===== src/rtl/data_mem_pkg.sv =====
// Shared types and width helpers for the data memory bank and its storage array.
// Pure declarations, no logic.
package data_mem_pkg;

    typedef enum logic {
        CLEAR = 1'b0,
        IDLE  = 1'b1
    } state_t;

    function automatic int addr_width(input int n);
        return (n < 2) ? 1 : $clog2(n);
    endfunction

    function automatic int be_width(input int dw);
        return dw / 8;
    endfunction

endpackage


===== src/rtl/data_mem_array.sv =====
// Single-port byte-enabled storage, 1-cycle registered read, no reset.
// Read data register only updates on a read strobe, so it holds otherwise.
module data_mem_array #(
    parameter int DATA_WIDTH  = 32,
    parameter int MEMORY_SIZE = 64,
    parameter int ADDR_W      = 6,
    parameter int BE_W        = 4
) (
    input  logic                  clk,
    input  logic                  i_we,
    input  logic                  i_re,
    input  logic [ADDR_W-1:0]     i_addr,
    input  logic [DATA_WIDTH-1:0] i_wdata,
    input  logic [BE_W-1:0]       i_be,
    output logic [DATA_WIDTH-1:0] o_rdata
);

    logic [DATA_WIDTH-1:0] r_mem [MEMORY_SIZE];
    logic [DATA_WIDTH-1:0] r_rdata;

    always_ff @(posedge clk) begin
        if (i_we) begin
            for (int k = 0; k < BE_W; k++) begin
                if (i_be[k]) begin
                    r_mem[i_addr][8*k +: 8] <= i_wdata[8*k +: 8];
                end
            end
        end
        if (i_re) begin
            r_rdata <= r_mem[i_addr];
        end
    end

    assign o_rdata = r_rdata;

endmodule


===== src/rtl/data_mem_bank.sv =====
// Byte-enabled data memory with valid/ready requests, 1-cycle read response and a
// sequential clear engine; req_ready drops for exactly MEMORY_SIZE cycles per clear.
module data_mem_bank
    import data_mem_pkg::*;
#(
    parameter int DATA_WIDTH  = 32,
    parameter int MEMORY_SIZE = 64,
    parameter int ADDR_W      = addr_width(MEMORY_SIZE),
    parameter int BE_W        = be_width(DATA_WIDTH)
) (
    input  logic                  clk,
    input  logic                  reset,
    input  logic                  req_valid,
    output logic                  req_ready,
    input  logic                  req_write,
    input  logic [ADDR_W-1:0]     req_addr,
    input  logic [DATA_WIDTH-1:0] req_wdata,
    input  logic [BE_W-1:0]       req_be,
    output logic                  rsp_valid,
    output logic [DATA_WIDTH-1:0] rsp_rdata,
    output logic                  rsp_err,
    input  logic                  clear_req,
    output logic                  clear_busy
);

    localparam logic [ADDR_W:0]   LP_SIZE = (ADDR_W+1)'(MEMORY_SIZE);
    localparam logic [ADDR_W-1:0] LP_LAST = ADDR_W'(MEMORY_SIZE - 1);

    state_t                r_state;
    state_t                w_state_nxt;
    logic [ADDR_W-1:0]     r_clr_ptr;
    logic [ADDR_W-1:0]     w_clr_ptr_nxt;

    logic                  r_rsp_valid;
    logic                  r_rsp_err;
    logic                  r_rsp_oor;
    logic [DATA_WIDTH-1:0] r_rdata_last;

    logic                  w_accept;
    logic                  w_in_range;
    logic                  w_arr_we;
    logic                  w_arr_re;
    logic [ADDR_W-1:0]     w_arr_addr;
    logic [DATA_WIDTH-1:0] w_arr_wdata;
    logic [BE_W-1:0]       w_arr_be;
    logic [DATA_WIDTH-1:0] w_arr_rdata;

    always_ff @(posedge clk or negedge reset) begin
        if (!reset) begin
            r_state   <= CLEAR;
            r_clr_ptr <= '0;
        end else begin
            r_state   <= w_state_nxt;
            r_clr_ptr <= w_clr_ptr_nxt;
        end
    end

    always_comb begin
        w_state_nxt   = r_state;
        w_clr_ptr_nxt = r_clr_ptr;
        case (r_state)
            CLEAR: begin
                if (r_clr_ptr == LP_LAST) begin
                    w_state_nxt   = IDLE;
                    w_clr_ptr_nxt = '0;
                end else begin
                    w_clr_ptr_nxt = r_clr_ptr + 1'b1;
                end
            end
            IDLE: begin
                if (clear_req) begin
                    w_state_nxt = CLEAR;
                end
            end
            default: w_state_nxt = CLEAR;
        endcase
    end

    assign req_ready  = (r_state == IDLE);
    assign clear_busy = (r_state == CLEAR);

    assign w_accept   = req_valid && req_ready;
    assign w_in_range = ({1'b0, req_addr} < LP_SIZE);

    // The clear engine owns the array port whenever it is running.
    assign w_arr_we    = clear_busy || (w_accept && req_write && w_in_range);
    assign w_arr_re    = w_accept && !req_write && w_in_range;
    assign w_arr_addr  = clear_busy ? r_clr_ptr : req_addr;
    assign w_arr_wdata = clear_busy ? '0 : req_wdata;
    assign w_arr_be    = clear_busy ? '1 : req_be;

    data_mem_array #(
        .DATA_WIDTH  (DATA_WIDTH),
        .MEMORY_SIZE (MEMORY_SIZE),
        .ADDR_W      (ADDR_W),
        .BE_W        (BE_W)
    ) u_array (
        .clk     (clk),
        .i_we    (w_arr_we),
        .i_re    (w_arr_re),
        .i_addr  (w_arr_addr),
        .i_wdata (w_arr_wdata),
        .i_be    (w_arr_be),
        .o_rdata (w_arr_rdata)
    );

    always_ff @(posedge clk or negedge reset) begin
        if (!reset) begin
            r_rsp_valid  <= 1'b0;
            r_rsp_err    <= 1'b0;
            r_rsp_oor    <= 1'b0;
            r_rdata_last <= '0;
        end else begin
            r_rsp_valid <= w_accept && !req_write;
            r_rsp_err   <= w_accept && !w_in_range;
            r_rsp_oor   <= !w_in_range;
            if (r_rsp_valid) begin
                r_rdata_last <= rsp_rdata;
            end
        end
    end

    // Array read register is unreset, so the held copy supplies rsp_rdata between pulses.
    assign rsp_valid = r_rsp_valid;
    assign rsp_err   = r_rsp_err;
    assign rsp_rdata = r_rsp_valid ? (r_rsp_oor ? '0 : w_arr_rdata) : r_rdata_last;

endmodule

===== config.mk =====
export PLATFORM = sky130hd
export DESIGN_NAME = data_mem_bank
export DESIGN_NICKNAME = d
export VERILOG_FILES = /design/src/rtl/data_mem_pkg.sv /design/src/rtl/data_mem_array.sv /design/src/rtl/data_mem_bank.sv
export SDC_FILE = /design/constraint.sdc
export NUM_CORES = 2
export LEC_CHECK = 0
export CAP_MARGIN = 15
export CORE_ASPECT_RATIO = 1.75
export CORE_MARGIN = 2
export CORE_UTILIZATION = 44
export DETAILED_ROUTE_END_ITERATION = 10
export DONT_BUFFER_PORTS = 1
export PLACE_DENSITY = 0.63
export SLEW_MARGIN = 0
export SYNTH_ARGS = -nofsm -noshare
export SYNTH_HDL_FRONTEND = slang
export SYNTH_SLANG_ARGS = --single-unit
export TNS_END_PERCENT = 20

===== constraint.sdc =====
create_clock -name clk -period 4.1 [get_ports clk]
set_input_delay 0.82 -clock clk [delete_from_list [all_inputs] [get_ports clk]]
set_output_delay 0.82 -clock clk [all_outputs]
set_load 0.01 [all_outputs]

== Word level (Yosys, flattened, before mapping) ==
Memories as Yosys holds them, arrays and structs flattened. A register that Yosys moved wholly into a read port is not among the register bits.
Cells that the tools add are included.

* Flip-flop bits (word level): 40
* RAM bits: 2,048
* Input bits: 47
* Output and inout port bits: 36
* Logic and storage cells: 33
* Memories kept: 1

* Add/subtract/negate cells: 1
* Eq/ne operators: 1
* Multiplexer cells: 20
* Bitwise logic cells: 1
* Reductions and logical operators: 5

{| class="wikitable"
|+ Memories
! memory !! words !! bits a word !! read ports !! clocked after Yosys merged registers in !! write ports !! RTL line !! source
|-
| u_array.r_mem || 64 || 32 || 1 || 1 || 1 || data_mem_array.sv:18 || <nowiki>logic [DATA_WIDTH-1:0] r_mem [MEMORY_SIZE];</nowiki>
|}

{| class="wikitable"
|+ Operators by type and width
! cell !! number
|-
| 2-to-1 mux 32 bit || 2
|-
| 2-to-1 mux 1 bit || 14
|-
| 2-to-1 mux 6 bit || 2
|-
| adder 6 x 1 -> 6 bit, second input constant || 1
|-
| equality test 6 bit, second input constant || 1
|-
| 2-to-1 mux 4 bit || 1
|-
| logical AND 1 bit || 3
|-
| one-hot mux 1 bit (2 select lines) || 1
|-
| zero test 1 bit || 1
|-
| logical OR 1 bit || 1
|-
| inverter 1 bit || 1
|}

== Depth between registers and ports, before layout ==
* Depth after elaboration: 5
* Gate-level depth with buffers: 12

== Hierarchy ==
A second synthesis with hierarchy kept.

* Cells, all modules: 4,828
* Area, all modules: 81,592.0 um^2

{| class="wikitable"
|+ By module, submodules not included
! module !! times used !! cells each !! area an instance (um^2) !! seq. area each (um^2)
|-
| data_mem_array || 1 || 4,646 || 79,368.6 || 62,459.9
|-
| data_mem_bank || 1 || 182 || 2,223.4 || 1,001.0
|}

== Worst setup path before layout ==
Ideal clock, no wire load.

* Path type: in2reg
* Start point: input port req_addr[2]
* End point: memory u_array.r_mem[0][0], enable pin
* Arrival: 3,060 ps
* Required time: 3,730 ps
* Path slack: 670 ps
* Stages: 9
* Cells stage by stage: nor4b_1 > or2_2 > buf_2 > buf_2 > clkbuf_1 > clkbuf_1 > clkbuf_1 > nand2_1 > nor2_1

* Word-level cells in the longest chain between the ends: 1

{| class="wikitable"
|+ RTL lines
! what !! RTL line !! source
|-
| from (decl) || data_mem_bank.sv:16 || <nowiki>input logic [ADDR_W-1:0] req_addr,</nowiki>
|-
| 2-to-1 mux 6 bit || data_mem_bank.sv:88 || <nowiki>assign w_arr_addr = clear_busy ? r_clr_ptr : req_addr;</nowiki>
|-
| to (decl) || data_mem_array.sv:18 ||
|}

No other way between the ends.

== Worst setup path in the final report ==
* Start point: register r_state (netlist: req_ready)
* End point: register u_array.r_rdata[7] (netlist: u_array.o_rdata[7]), read port of u_array.r_mem, data pin

* Word-level cells in the longest chain between the ends: 2

{| class="wikitable"
|+ RTL lines
! what !! RTL line !! source
|-
| from (decl) || data_mem_bank.sv:29 || <nowiki>state_t r_state;</nowiki>
|-
| from (signal assigned) || data_mem_bank.sv:53 || <nowiki>r_state <= w_state_nxt;</nowiki>
|-
| logical AND 1 bit || data_mem_bank.sv:82 || <nowiki>assign w_accept = req_valid && req_ready;</nowiki>
|-
| logical AND 1 bit || data_mem_bank.sv:87 || <nowiki>assign w_arr_re = w_accept && !req_write && w_in_range;</nowiki>
|-
| to (decl) || data_mem_array.sv:19 || <nowiki>logic [DATA_WIDTH-1:0] r_rdata;</nowiki>
|}

Several ways; a longest one is shown, not always the timed one.
A chain may end at the register's enable or synchronous reset.

==> metrics <==
Syn Inst Count 4,893; P&R area growth vs syn 13.8%; most frequent CP cell or4_1; clk slew on worst S/H paths 0.07 ns; Main synth FF type edfxtp_1; fin nets 5,185; WL final 236,000 um; register area share after synthesis 79.2%; Final Non-Filler Cells 7,675; cell taking the most area after synthesis edfxtp_1; Hold Path Class input pin to flip-flop; CTS tree built; # IOs 83; Die Height 568 um; Syn Area/Cell 16.4 um2; Via density 6.28; Arr. time, crit path 4.43 ns; clock period minus final worst setup slack 3.88 ns; DP Wirelength 151,000 um; Post-route DRC 0; status finished, final reports clean; CP Class flip-flop to flip-flop; largest net degree at the start of global routing 80; total number of vias 48,200; fmax 0.258 GHz; Die ar. 186,000 um2; htree depth 4; clock buffer depth 4; Setup TNS Final 0 ns; Crit Reg-Reg Startpoint req_ready; first drt pass iteration count 6; Buffers on Ports 0; Slew Limit Fails 0; multi-input logic area 15,300 um2; vias in the first global route 47,500; First DRT Iteration DRCs 6,035; GR Util met1 28.6%; CP cell instances buf_4, nand2b_1, o22ai_1, nand2_2, buf_12, a31oi_1, or4_1, or4_1; slowest stage delay, CP 0.71 ns; RSZ-0062 raised after global routing false; Starting Density 44.2%; Final Setup Violations 0; CTS buffer count 179; Crit Path Max Fanout 42; area of the core 181,000 um2; unique cell type count in the Yosys netlist 43; VDD IR-drop max 482 uV; Setup crit end kind flip-flop; GR Overflow Total 0; CTS Root Cell clkbuf_16; postcts setup bufs 0; Mapped Nets 4,941; worst hold slack 0.0878 ns; Least-Margin Pin Slew 1.26 ns; Final period util 94.6%; Worst path slowest cell or4_1; initial antenna violation count 4; Die X 327 um; Skew-Pair Late Insertion Delay 0.81 ns; Reg area 63,500 um2; GP Congestion 0.899; startpoint types flip-flop; met3 usage 2.98%; main area contributors after synthesis edfxtp_1, o21ai_0, a22oi_1; Placed Cells incl. Taps 7,354; WL per Instance 30.8 um; Post-synth ARST share 1.89%; synth warn 0; layout cells sized above 1 15.2%; CP Launch Point req_ready; top-area cell type share of the netlist area 78.0%; Max Clock Skew 0.0614 ns; met2 Track Usage GR 44.4%; Top Usage Layer GRT met2; Power Density 651 nW/um2; critical path data required time 4.64 ns; Netlist Area Pre-Place 80,100 um2; Clock Sinks 2,120; PostCTS Resize Cnt 0; Max Cap Viol 0; most frequent cells in the layout edfxtp_1, o21ai_0, a22oi_1, buf_4, nor2_1; number of synthesized flops with an enable pin 2,080; GRT Total Usage 24.8%; final hold violations 0; FF+latch count, synth 2,120; final core utilization 50.3%; DRT antenna net count 0; leakage power 28.2 nW; FILL cells 14,800; Slew HR 15.9%; HP Start clear_req; Rows 207; first-pass GRT wire length 336,000 um; commonest non-fill, non-tap cell in the layout edfxtp_1
==> per-layer routing <==
metal	part of all wire, %	routed length [um]
met2	52	124000
met1	34	81400
met4	6.3	14900
met5	0	0
met3	6.9	16300
==> report_power, final <==
part | switching [mW] | internal, mW | total (mW)
Clock | 7.53 | 8.91 | 16.4
Sequential | 0.480 | 25.7 | 26.2
Combinational | 11.3 | 5.42 | 16.7
==> Yosys cell counts, types with 21 or more instances <==
cell type     n
a221oi_1     64
and4_1      126
and2_1       32
a22oi_1     396
nand4_1      61
dfrtp_1      40
mux2_2       72
nor2_1      267
nor3_1       61
a22o_1      186
clkbuf_1    317
edfxtp_1   2080
buf_1        21
nand2_1      47
o22ai_1      33
o21ai_0     736
a31oi_1     192
buf_2        31
or4_1        64
==> flip-flops by register name, summed over array words and instances, names as in the netlist <==
register,flops
u_array.r_mem,2048
r_rdata_last,32
req_ready,1
rsp_valid,1
u_array.o_rdata,32
r_clr_ptr,6
==> final cells by class <==
cell class | count | area share [%]
Timing Repair Buffer | 436 | 4.27
Multi-Input combinational cell | 2398 | 16.8
Clock inverter | 83 | 0.761
Antenna cell | 4 | 0.0110
Sequential cell | 2120 | 69.6
Tap cell | 2403 | 3.30
Inverter | 2 | 0.00823
Clock buffer | 229 | 5.23
==> per-stage QoR <==
| stage | setup WS (ns) | area (um2) | power [mW] |
|---|---|---|---|
| global placement | 0.346 | 85600 | 43.0 |
| floorplan | 0.670 | 80100 | 35.3 |
| finish | 0.220 | 91200 | 59.4 |
| CTS | 0.282 | 91100 | 59.4 |
| global route | 0.136 | 91200 | 61.0 |
| detailed placement | 0.297 | 85600 | 43.2 |
==> kinds of logic after synthesis <==
logic type	Yosys count	synth area share [%]
and+or+nand+nor	701	4.94
adders and majority gates	1	0.0156
other	1	0.00468
AOI/OAI and AO/OA	1617	12.9
xor gates and xnor gates	4	0.0437
DFF	2120	79.2
buffers and inverters	375	1.83
muxes	74	1.04
==> what timing repair did <==
item	4_1_cts	5_1_grt
setup endpoints to repair	0	0
hold buffers	2	0
endpoints found under the hold margin	40	0
==> path summary, 6_finish.rpt <==
kind                                      end  slack, ns  cells past startpoint
max                        u_array.o_rdata[7]       0.22                      8
min                                 req_ready       0.09                      1
max reg2reg                u_array.o_rdata[7]       0.22                      8
min reg2reg                   r_rdata_last[5]       0.50                      1
max in group asynchronous           rsp_valid       3.29                      2
min in group asynchronous    r_rdata_last[11]       0.52                      2
==> critical path: cells and delay by family (launching register included) <==
| kind | cells | cell delay, ns |
|---|---|---|
| compound gates | 2 | 0.21 |
| buf+inv | 2 | 0.71 |
| flops | 1 | 0.68 |
| simple gates | 4 | 1.96 |
Note: power is estimated with default switching activity, not from simulation.
